[src/rtl/qpsk_modulator.sv]
`timescale 1ns/1ps
`default_nettype none
// ============================================================================
//  Module   : qpsk_modulator
//  Purpose  : QPSK transmitter. Accepts 2-bit symbols over valid/ready, emits
//             a head sample, then 32 carrier samples per symbol.
//             Consecutive symbols are sent back to back with no gap and no
//             second head.
//  Ports    : clk        - system clock
//             reset      - asynchronous, active-high reset
//             sym_in     - symbol; bit0=1 -> +sin (I), bit1=1 -> -cos (Q)
//             sym_valid  - sym_in valid
//             sym_ready  - block accepts sym_in this clock
//             mod_out    - registered 9-bit two's complement sample
//             sample_stb - 1-clk pulse on the first clock of each new sample
//             busy       - high while sending the head or data samples
//  Config   : QPSK_SAT_EN - when defined, mod_out = sum saturated to
//             [-255,+255]; otherwise mod_out = sum >>> 1.
//  Revision : 1.0 - initial release
// ============================================================================
module qpsk_modulator #(
  parameter int              DIV      = 4,
  parameter logic signed [8:0] HEAD_VAL = 9'sd100,
  parameter int              HEAD_LEN = 1
) (
  input  logic              clk,
  input  logic              reset,
  input  logic [1:0]        sym_in,
  input  logic              sym_valid,
  output logic              sym_ready,
  output logic signed [8:0] mod_out,
  output logic              sample_stb,
  output logic              busy
);

  localparam int DIV_W = (DIV > 1) ? $clog2(DIV) : 1;
  localparam int H_W   = (HEAD_LEN > 1) ? $clog2(HEAD_LEN) : 1;

  localparam logic [DIV_W-1:0] DIV_LAST = DIV_W'(DIV - 1);
  localparam logic [H_W-1:0]   H_LAST   = H_W'(HEAD_LEN - 1);
  localparam logic [4:0]       K_LAST   = 5'd31;

  localparam logic [1:0] ST_IDLE = 2'd0;
  localparam logic [1:0] ST_HEAD = 2'd1;
  localparam logic [1:0] ST_DATA = 2'd2;

  logic [1:0]        state_q,   state_d;
  logic [DIV_W-1:0]  div_q,     div_d;
  logic [4:0]        k_q,       k_d;
  logic [H_W-1:0]    h_q,       h_d;
  logic [1:0]        sym_q,     sym_d;
  logic signed [8:0] mod_out_q, mod_out_d;
  logic              stb_q,     stb_d;

  // First quarter wave of round(127*sin(2*pi*a/32)), a = 0..8.
  function automatic logic signed [8:0] quarter_sin(input logic [3:0] a);
    logic signed [8:0] v;
    case (a)
      4'd0:    v = 9'sd0;
      4'd1:    v = 9'sd25;
      4'd2:    v = 9'sd49;
      4'd3:    v = 9'sd71;
      4'd4:    v = 9'sd90;
      4'd5:    v = 9'sd106;
      4'd6:    v = 9'sd117;
      4'd7:    v = 9'sd125;
      4'd8:    v = 9'sd127;
      default: v = 9'sd0;
    endcase
    return v;
  endfunction

  // Full period from quarter-wave symmetry: the second eighth-pair mirrors
  // the first, and the second half is the negated first half.
  function automatic logic signed [8:0] sin_lut(input logic [4:0] k);
    logic [3:0]        a;
    logic signed [8:0] mag;
    a   = k[3] ? (4'd0 - k[3:0]) : k[3:0];  // 16 - m, modulo 16
    mag = quarter_sin(a);
    return k[4] ? -mag : mag;
  endfunction

  // cos leads sin by a quarter period; the 5-bit add wraps modulo 32.
  function automatic logic signed [8:0] cos_lut(input logic [4:0] k);
    return sin_lut(k + 5'd8);
  endfunction

  function automatic logic signed [8:0] mix(input logic [1:0] sym,
                                            input logic [4:0] k);
    logic signed [9:0] s;
    logic signed [9:0] c;
    logic signed [9:0] i_t;
    logic signed [9:0] q_t;
    logic signed [9:0] sum;
    logic signed [8:0] res;
    s   = 10'(sin_lut(k));
    c   = 10'(cos_lut(k));
    i_t = sym[0] ? s : -s;
    q_t = sym[1] ? -c : c;
    sum = i_t + q_t;
`ifdef QPSK_SAT_EN
    if (sum > 10'sd255)
      res = 9'sd255;
    else if (sum < -10'sd255)
      res = -9'sd255;
    else
      res = sum[8:0];
`else
    // Dropping the LSB of the 10-bit sum is an arithmetic shift right.
    res = sum[9:1];
`endif
    return res;
  endfunction

  always_comb begin
    state_d   = state_q;
    div_d     = div_q;
    k_d       = k_q;
    h_d       = h_q;
    sym_d     = sym_q;
    mod_out_d = mod_out_q;
    stb_d     = 1'b0;

    case (state_q)
      ST_IDLE: begin
        mod_out_d = 9'sd0;
        if (sym_valid) begin
          sym_d     = sym_in;
          state_d   = ST_HEAD;
          div_d     = '0;
          h_d       = '0;
          mod_out_d = HEAD_VAL;
          stb_d     = 1'b1;
        end
      end

      ST_HEAD: begin
        if (div_q == DIV_LAST) begin
          div_d = '0;
          if (h_q == H_LAST) begin
            state_d   = ST_DATA;
            k_d       = 5'd0;
            mod_out_d = mix(sym_q, 5'd0);
            stb_d     = 1'b1;
          end else begin
            h_d       = h_q + 1'b1;
            mod_out_d = HEAD_VAL;
            stb_d     = 1'b1;
          end
        end else begin
          div_d = div_q + 1'b1;
        end
      end

      ST_DATA: begin
        if (div_q == DIV_LAST) begin
          div_d = '0;
          if (k_q == K_LAST) begin
            k_d = 5'd0;
            if (sym_valid) begin
              // Gapless continuation straight into the next symbol.
              sym_d     = sym_in;
              mod_out_d = mix(sym_in, 5'd0);
              stb_d     = 1'b1;
            end else begin
              state_d   = ST_IDLE;
              mod_out_d = 9'sd0;
            end
          end else begin
            k_d       = k_q + 5'd1;
            mod_out_d = mix(sym_q, k_q + 5'd1);
            stb_d     = 1'b1;
          end
        end else begin
          div_d = div_q + 1'b1;
        end
      end

      default: begin
        state_d   = ST_IDLE;
        mod_out_d = 9'sd0;
      end
    endcase
  end

  always_ff @(posedge clk or posedge reset) begin
    if (reset) begin
      state_q   <= ST_IDLE;
      div_q     <= '0;
      k_q       <= 5'd0;
      h_q       <= '0;
      sym_q     <= 2'b00;
      mod_out_q <= 9'sd0;
      stb_q     <= 1'b0;
    end else begin
      state_q   <= state_d;
      div_q     <= div_d;
      k_q       <= k_d;
      h_q       <= h_d;
      sym_q     <= sym_d;
      mod_out_q <= mod_out_d;
      stb_q     <= stb_d;
    end
  end

  // Ready is derived from state so it follows reset immediately.
  assign sym_ready  = (state_q == ST_IDLE) ||
                      ((state_q == ST_DATA) && (k_q == K_LAST) && (div_q == DIV_LAST));
  assign busy       = (state_q != ST_IDLE);
  assign mod_out    = mod_out_q;
  assign sample_stb = stb_q;

endmodule
`default_nettype wire

[config.mk]
export PLATFORM = sky130hd
export DESIGN_NAME = qpsk_modulator
export DESIGN_NICKNAME = d
export VERILOG_FILES = /design/src/rtl/qpsk_modulator.sv
export SDC_FILE = /design/constraint.sdc
export NUM_CORES = 1
export LEC_CHECK = 0
export BUFFER_PORTS_ARGS = -buffer_cell sky130_fd_sc_hd__buf_2
export CAP_MARGIN = 20
export CORE_ASPECT_RATIO = 0.7
export CORE_MARGIN = 8
export CORE_UTILIZATION = 50
export CTS_CLUSTER_SIZE = 25
export DETAILED_ROUTE_END_ITERATION = 7
export GPL_TIMING_DRIVEN = 0
export PLACE_DENSITY_LB_ADDON = 0.3
export SLEW_MARGIN = 20
export SYNTH_ARGS = -nofsm -noshare
export SYNTH_HDL_FRONTEND = slang
export SYNTH_SLANG_ARGS = --single-unit
[constraint.sdc]
create_clock -name clk -period 7.1 [get_ports clk]
set_input_delay 1.42 -clock clk [delete_from_list [all_inputs] [get_ports clk]]
set_output_delay 1.42 -clock clk [all_outputs]
set_load 0.005 [all_outputs]
==> impl_metrics.tcl <==
set metrics [dict create \
    grt_pass1_wl_um 15000 \
    ys.flop_type "dfrtp_1" \
    gp_congestion 0.925 \
    async_reset_ff_share_pct 100 \
    fin_skew_ps 3.95 \
    place_hpwl_um 7140 \
    worst_pin_slew_ps 842 \
    setup_viol 0 \
    reg2reg_depth 25 \
    first_iter_violations 261 \
    start_kind "flip-flop" \
    diodes 0 \
    min-delay-start "mod_out[7]" \
    whs_endpoint "mod_out[7]" \
    hold_buffers 0 \
    grt_max_degree 22 \
    gr-total-overflow 0 \
    r2r_start "k_q[1]" \
    numPortBuffers 16 \
    yosys.area.top_type "dfrtp_1" \
    reg2reg_slack_ps 860 \
    syn_inst 425 \
    rows 24 \
    drt-vias-per-instance 6.32 \
    syn2layout_area_growth_pct 6.94 \
    htreeDepth 1 \
    min_period_ps 6240 \
    status "finished, final reports clean" \
    clock_latency_ps 270 \
    drv_slew 0 \
    worst_ep_arrival_time_ps 6450 \
    start_util_pct 51.7 \
    crit_type "reg -> reg" \
    relSlewSlack_pct 43.8 \
    yosys_warnings 0 \
    cts_tree "built" \
    worstReg2RegEnd "mod_out[8]" \
    core-area_um2 6250 \
    numClockSinks 21 \
    numCtsBuffers 3 \
    cp-end-kind "flip-flop" \
    crit_required_ps 7310 \
    slowest_delay_ps 580 \
    synth_area_leaders "dfrtp_1 (16%), ha_1 (8.9%), xnor2_1 (6.8%), a21oi_1 (5.6%), nand2_1 (5.5%)" \
    syn_area_per_cell_um2 7.60 \
    fin_tns_setup_ps 0 \
    timing.max_cap.violations 0 \
    nFillCells 628 \
    antenna_left 0 \
    drtPass1Iterations 5 \
    rsz0062_at_grt "no" \
    whs_ps 481 \
    netlist_top_cells_count "nand2_1 (47), a21oi_1 (36), o21ai_0 (30), nor2_1 (27), xnor2_1 (25)" \
    cts_resized 0 \
    hold_path.class "reg -> reg" \
    post-route-period-util_pct 87.9 \
    drt_wl_total_um 8920 \
    clk_pin_slew_ps 90 \
    cpLargestDelayFamily "compound AO/OA/AOI/OAI gates" \
    cts_post_setup_buffers_inserted 0 \
    synth_enable_flop_cells 0 \
    critical_path.slowest_cell "a21oi_1" \
    fin_nets 475 \
    die_x_um 112 \
    clockRootBuffer "clkbuf_8" \
    cp_common_cell "ha_1" \
    wire_per_inst_um 17.1 \
    grt_antenna_before_repair 0 \
    netlist_area_um2 3230 \
    syn_nets 454 \
    synth_top_area_share_pct 16.3 \
    die_h_um 83.2 \
    cts_max_path_buffers 2 \
    yosys_register_bits 21 \
    yosysSeqAreaShare_pct 16.3 \
    grt_pass1_vias 2991 \
    max_freq_mhz 160 \
    synth_cell_types 77 \
    drive_above_1_share_pct 11.2 \
    critPathBufInv 4 \
    track_usage_pct 18.9 \
    die_area_um2 9320 \
    synth.most_common_cell "nand2_1" \
    cp_max_fo 10 \
    via_count 3305 \
    finalHoldViolations 0 \
    min_path_cells 2 \
    ios 17 \
    post-route-drc-count 0 \
]
[routing by layer]
layer  global-route usage [%]  vias to the layer above  part of all wire [%]
met1                     29.2                     1583                    51
met3                     1.30                        5                   6.0
li1                         -                     1589                     -
met5                        0                        -                     0
met4                     2.32                        0                  0.38
met2                     28.3                      128                    43
[worst reg2reg max path, delay by kind of cell, from the launching register on]
family,cells,cell delay [ps]
flops,1,450
fa+ha+maj,4,1090
simple gates,6,1380
xor+xnor,2,600
compound gates,9,1960
buf+inv,4,710
[layout by cell type (no fill, tap or decap), types with 8 or more instances in the layout]
| master | Yosys | layout |
|---|---|---|
| nor2b_1 | 8 | 8 |
| nor2_1 | 27 | 27 |
| a21o_1 | 11 | 11 |
| o21ai_0 | 30 | 30 |
| xor2_1 | 8 | 8 |
| a21oi_1 | 36 | 36 |
| nand2b_1 | 10 | 10 |
| ha_1 | 23 | 23 |
| nand3_1 | 10 | 10 |
| inv_1 | 21 | 21 |
| dfrtp_1 | 21 | 21 |
| nand2_1 | 47 | 47 |
| clkbuf_1 | 13 | 13 |
| xnor2_1 | 25 | 25 |
| mux2i_1 | 8 | 8 |
| buf_2 | 5 | 21 |
[registers in the layout, summed over array words and instances (netlist names)]
| signal | flops |
|---|---|
| div_q | 2 |
| k_q | 5 |
| mod_out | 9 |
| sample_stb | 1 |
| state_q | 2 |
| sym_q | 2 |
[cells by family after synthesis]
group                    synth area share (%)
AO/OA/AOI/OAI                            31.2
XOR/XNOR                                 10.2
adder cells (fa/ha/maj)                  9.54
buffers and inverters                    6.71
flip-flops                               16.3
multiplexers                             3.53
AND/OR/NAND/NOR                          22.6
[area by class of cell]
type | instances | area, um^2 | share of cell area, %
Inverter | 21 | 78.8 | 2.28
Buffer | 25 | 138 | 3.99
Multi-Input combinational cell | 358 | 2490 | 72.0
Tap cell | 78 | 97.6 | 2.83
Sequential cell | 21 | 526 | 15.2
Clock buffer | 3 | 41.3 | 1.20
Timing Repair Buffer | 16 | 80.1 | 2.32
Clock inverter | 1 | 5.00 | 0.145
[per-stage QoR]
stage	setup WS, ps	instances	instance area (um^2)	util (%)
2_1_floorplan	1800	425	3230	-
3_3_place_gp	1070	519	3410	54.5
3_5_place_dp	954	519	3410	54.5
4_1_cts	935	523	3450	55.3
5_1_grt	315	523	3450	55.3
6_report	862	523	3450	55.3
[worst max-delay path by stage]
stage	from	end	slack, ps	cells past startpoint
after floorplan	k_q[1]	mod_out[8]	1800	27
after global placement	k_q[1]	mod_out[8]	1070	25
after detailed placement	k_q[1]	mod_out[8]	950	25
after CTS	k_q[1]	mod_out[8]	940	25
after global routing	k_q[1]	mod_out[6]	320	25
final	k_q[1]	mod_out[8]	860	25
Power is not shown: default switching activity piles up to over one toggle a cycle in this logic, so the estimate is an artifact.
